===== src/rtl/clockworks_pkg.sv =====
// Shared defaults and sizing helper for the clock/reset front end.
package clockworks_pkg;

  localparam int SLOW_DEF       = 24;
  localparam int RST_CYCLES_DEF = 4;

  // Width that can hold 0..rst_cycles inclusive.
  function automatic int stretch_w(input int rst_cycles);
    return $clog2(rst_cycles + 1);
  endfunction

endpackage


===== src/rtl/clockworks_if.sv =====
// Design clock/reset bundle fanned out from the front end to the rest of the SoC.
interface clockworks_if;

  logic clk;
  logic resetn;

  modport master (output clk, output resetn);
  modport slave  (input  clk, input  resetn);

endinterface


===== src/rtl/clockworks_reset_sync.sv =====
// 2-flop reset synchronizer: asserts asynchronously, releases on the 2nd clk_i rising edge.
module reset_sync (
  input  logic clk_i,
  input  logic rst_i,
  output logic rst_o
);

  logic [1:0] sync_q;

  always_ff @(posedge clk_i or posedge rst_i) begin
    if (rst_i) begin
      sync_q <= 2'b11;
    end else begin
      sync_q <= {sync_q[0], 1'b0};
    end
  end

  assign rst_o = sync_q[1];

endmodule


===== src/rtl/clockworks_gen.sv =====
// Board clock/button to slow design clock (CLK / 2^(SLOW+1)) and stretched active-low reset.
module clockworks_gen
  import clockworks_pkg::*;
#(
  parameter int SLOW       = SLOW_DEF,
  parameter int RST_CYCLES = RST_CYCLES_DEF
) (
  input  logic          CLK,
  input  logic          RESET,
  clockworks_if.master  dom
);

  localparam int            DW   = SLOW + 1;
  localparam int            SW   = stretch_w(RST_CYCLES);
  localparam logic [SW-1:0] SMAX = SW'(RST_CYCLES);

  logic          rst_sync;
  logic [DW-1:0] div_q, div_d;
  logic          clk_q, clk_d;
  logic          rise;
  logic [SW-1:0] cnt_q, cnt_d;
  logic          resetn_q, resetn_d;

  reset_sync u_reset_sync (
    .clk_i (CLK),
    .rst_i (RESET),
    .rst_o (rst_sync)
  );

  // clk is taken from the next divider value so it lines up with div itself.
  always_comb begin
    div_d    = div_q + DW'(1);
    clk_d    = div_d[SLOW];
    rise     = clk_d & ~clk_q;
    cnt_d    = cnt_q;
    resetn_d = resetn_q;
    if (rise && (cnt_q != SMAX)) begin
      cnt_d = cnt_q + SW'(1);
    end
    if (rise && (cnt_d == SMAX)) begin
      resetn_d = 1'b1;
    end
    if (rst_sync) begin
      div_d    = '0;
      clk_d    = 1'b0;
      rise     = 1'b0;
      cnt_d    = '0;
      resetn_d = 1'b0;
    end
  end

  always_ff @(posedge CLK or posedge RESET) begin
    if (RESET) begin
      div_q    <= '0;
      clk_q    <= 1'b0;
      cnt_q    <= '0;
      resetn_q <= 1'b0;
    end else begin
      div_q    <= div_d;
      clk_q    <= clk_d;
      cnt_q    <= cnt_d;
      resetn_q <= resetn_d;
    end
  end

  assign dom.clk    = clk_q;
  assign dom.resetn = resetn_q;

endmodule


===== src/flat_wrapper.sv =====
// flat-port wrapper written by rule: the top's interface ports become plain ports
module clockworks_gen_flat import clockworks_pkg::*;
#(
  parameter int SLOW       = SLOW_DEF,
  parameter int RST_CYCLES = RST_CYCLES_DEF
)
  (CLK, RESET, dom_clk, dom_resetn);
  clockworks_if dom_i ();
  input  logic CLK;
  input  logic RESET;
  output wire logic [$bits(dom_i.clk)-1:0] dom_clk;
  output wire logic [$bits(dom_i.resetn)-1:0] dom_resetn;
  assign dom_clk = dom_i.clk;
  assign dom_resetn = dom_i.resetn;
  clockworks_gen #(.SLOW(SLOW), .RST_CYCLES(RST_CYCLES)) u_core (.CLK(CLK), .RESET(RESET), .dom(dom_i));
endmodule

===== config.mk =====
export PLATFORM = sky130hd
export DESIGN_NAME = clockworks_gen_flat
export DESIGN_NICKNAME = d
export VERILOG_FILES = /design/src/rtl/clockworks_pkg.sv /design/src/rtl/clockworks_if.sv /design/src/rtl/clockworks_reset_sync.sv /design/src/rtl/clockworks_gen.sv /design/src/flat_wrapper.sv
export SDC_FILE = /design/constraint.sdc
export NUM_CORES = 1
export LEC_CHECK = 0
export BUFFER_PORTS_ARGS = -buffer_cell sky130_fd_sc_hd__buf_2
export CELL_PAD_IN_SITES_DETAIL_PLACEMENT = 0
export CELL_PAD_IN_SITES_GLOBAL_PLACEMENT = 1
export CORE_MARGIN = 3
export CORE_UTILIZATION = 40
export CTS_CLUSTER_DIAMETER = 80
export DETAILED_ROUTE_END_ITERATION = 10
export GPL_TIMING_DRIVEN = 1
export PLACE_DENSITY_LB_ADDON = 0.05
export SLEW_MARGIN = 20
export SYNTH_ARGS = -nofsm -noshare
export SYNTH_HDL_FRONTEND = slang
export SYNTH_HIERARCHICAL = 1
export SYNTH_SLANG_ARGS = --single-unit

===== constraint.sdc =====
create_clock -name CLK -period 3.9 [get_ports CLK]
set_input_delay 0.39 -clock CLK [delete_from_list [all_inputs] [get_ports CLK]]
set_output_delay 0.39 -clock CLK [all_outputs]
set_load 0.05 [all_outputs]

==> summary.txt <==
Clocking
  • Root buffer cell: clkbuf_8
  • Post-CTS resize count: 0
  • Worst skew pair latency: roughly 280 ps
  • CTS tree: done
  • Hold-fix buffers at CTS: 0
  • Post-CTS Setup Bufs: 0
  • CTS Buf Count: 5
  • Clock Path Buffers: 2
  • Clk slew on worst S/H paths: ~70 ps
  • CTS sink cnt: 31
  • H-tree depth: 2

Yosys
  • Syn Nets: 162
  • Post-synthesis compound-gate area fraction: under 10%
  • Xor/xnor share of the synthesized area: about 8.7%
  • Mapped Avg Cell Area: 9.73 sq um
  • Combinational family with the most area after synthesis: simple AND/OR/NAND/NOR gates
  • Post-synthesis simple-gate area fraction: 24.1%
  • Synth cell types: 32
  • Yosys warning count: 6
  • Post-synthesis cell area: 1520 sq um
  • Sequential area share after synthesis: a little over 50%
  • Multiplexer share of the synthesized area: under 10%
  • Seq cells post-synth: 31
  • Gate Count Post-Synth: 156
  • Adder-cell share of the synthesized area: under 10%

Power and ir drop
  • P_leak: between 0.0006 and 0.0007 uW
  • Final Power: between 600 and 700 uW
  • VDD IR max: 282 uV
  • Cell Pwr Density: around 400 nW/um^2

GRT
  • Vias in the first global route: approximately 1100
  • Gr usage total: between 10% and 20%
  • GR Overflow Total: 0
  • Pin count of the biggest net entering global routing: 34
  • First-pass GRT wire length: around 5 mm
  • Initial antenna violation count: 0

Finish
  • ANT cells: 0
  • Most frequent cells in the layout: dfrtp_1 (29), nor2_1 (25), xnor2_1 (12)
  • Commonest non-fill, non-tap cell in the layout: dfrtp_1
  • Filler instances: around 330
  • Share of layout cells above drive strength 1: 9.94%
  • Synth-to-Final Area Change: 11.0%
  • Nets: between 150 and 200

Die
  • Starting density of the core: 43.4%
  • Die extent in x: just under 70 microns
  • Die Area: 4570 sq um
  • IO Pins: 4
  • # rows: 21
  • Core Area: between 3000 and 4000 sq um
  • Die Height: slightly below 70 microns

STA
  • Min cycle time layout: 2430 ps
  • Final hold vios: 0
  • Post-route clock period utilization: 62.4%
  • Fmax: ~0.41 GHz
  • Worst slew pin tran: roughly 620 ps
  • Max Slew Vio Count: 0
  • Slew margin rel.: 58.6%
  • Final setup violation count: 0
  • Setup Skew: about 6.8 ps
  • RSZ-0062 raised after global routing: false
  • Setup TNS: 0 ps

Status
  • Status: complete, no violations

Hold path
  • Tightest Hold Check Type: input pin to asynchronous set/reset pin

Setup path
  • Worst Setup Path Type: register to register
  • CP Launch Point: u_core/div_q[15]$_DFF_PP0_
  • Launching element type of the critical path: register
  • Critical Path AT: ~2600 ps
  • Worst EP required: around 4000 ps
  • R2r startpoint: u_core/div_q[15]$_DFF_PP0_
  • Worst-path maximum fanout: 6
  • Crit. End Element: register

Drt
  • DR iter-0 viols: 66
  • Mean number of vias per cell: between 5 and 6
  • Post-DRT Antenna Nets: 0
  • # DRC: 0
  • First-pass iteration count of the detailed router: 4
  • Vias: between 1000 and 1500
  • WL/cell: between 10 and 15 microns
  • WL final: 2.73 mm

Place
  • Detailed-placement wirelength estimate: 1.79 mm
  • Final RePlAce weighted congestion: slightly above 0.7
  • Port Buffers: 3

Run
  • Maxcap violations: 0
## critical path, cell delays in order, from the launching register on
cell and delay, ps:
dfrtp_1 420, and4_1 340, and4_1 290, and4_1 200, ha_1 150, a21boi_1 390
nor3b_1 250, o21ai_0 120, o31ai_1 180
## synth_stat cells, drive strengths merged
| cell | instances | share of area, % |
|---|---|---|
| xnor2 | 12 | 6.9 |
| and4 | 3 | 1.7 |
| a31o | 2 | 1.2 |
| or4 | 2 | 0.99 |
| mux2 | 2 | 1.5 |
| nand2 | 5 | 1.2 |
| a21boi | 1 | 0.49 |
| nor2 | 25 | 6.2 |
| nand3 | 7 | 2.3 |
| conb | 1 | 0.25 |
| xor2 | 3 | 1.7 |
| buf | 2 | 0.58 |
| dfstp | 2 | 3.5 |
| nand2b | 2 | 0.82 |
| nor2b | 3 | 1.2 |
| nor4 | 4 | 2.1 |
| o21ai | 5 | 1.6 |
| nand4 | 7 | 3.3 |
| o31ai | 2 | 0.99 |
| inv | 10 | 2.5 |
| a21oi | 8 | 2.6 |
| or3 | 4 | 1.6 |
| ha | 4 | 3.3 |
| and3 | 1 | 0.41 |
| dfrtp | 29 | 48 |
| clkbuf | 4 | 0.99 |
| nor3b | 1 | 0.49 |
| nor3 | 5 | 1.6 |
## layout make-up
type	instances	area, sq um	area share [%]
Inverter	10	37.5	2.23
Timing Repair Buffer	3	15.0	0.892
Tap cell	46	57.6	3.42
Clock buffer	6	82.6	4.90
Sequential cell	31	778	46.2
Multi-Input combinational cell	109	678	40.3
Clock inverter	2	35.0	2.08
## metrics by stage
step                      utilization [%]  setup slack (ps)  instance area [sq um]  hold slack [ps]  std cells
after floorplan                         -              1710                   1520              302        156
after global placement               44.8              1600                   1570              349        199
after detailed placement             44.8              1470                   1570              349        199
after CTS                            48.2              1460                   1680              119        207
after global routing                 48.2              1250                   1680              137        207
final                                48.2              1470                   1680              134        207
## where the power goes
group          internal (uW)  total, uW  switching (uW)
clock                    206        325             118
combinational           3.70       12.2            8.48
sequential               326        334            7.69
## worst paths after layout
kind                       cells past startpoint  slack, ps                                      end
hold reg to reg                                0        360  u_core/u_reset_sync/sync_q[1]$_DFF_PP1_
setup reg to reg                               8       1470            u_core/dom.resetn$_DFFE_PP0P_
max in group asynchronous                      2       3300               u_core/div_q[13]$_DFF_PP0_
hold / removal                                 2        130  u_core/u_reset_sync/sync_q[0]$_DFF_PP1_
min in group CLK                               0        360  u_core/u_reset_sync/sync_q[1]$_DFF_PP1_
setup / recovery                               8       1470            u_core/dom.resetn$_DFFE_PP0P_
## flip-flops by register name, indices dropped and copies added (netlist names)
| register | cells |
|---|---|
| u_core/cnt_q | 3 |
| u_core/div_q | 24 |
| u_core/dom.clk | 1 |
| u_core/dom.resetn | 1 |
| u_core/u_reset_sync/sync_q | 2 |
## cell families (layout without fill, tap and decap cells)
group / count (synthesis) / in the layout
AND/OR/NAND/NOR: 69 / 69
flip-flops: 31 / 31
AO/OA/AOI/OAI: 18 / 18
buffers and inverters: 16 / 21
XOR/XNOR: 15 / 15
adder cells (fa/ha/maj): 4 / 4
multiplexers: 2 / 2
other: 1 / 1
## metal layers
layer | global-route usage, % | wire, microns
met1 | 19.6 | 1300
met4 | 6.08 | 43
met3 | 5.99 | 89
met2 | 23.8 | 1300
met5 | 0 | 0
(Power assumes the default switching activity.)
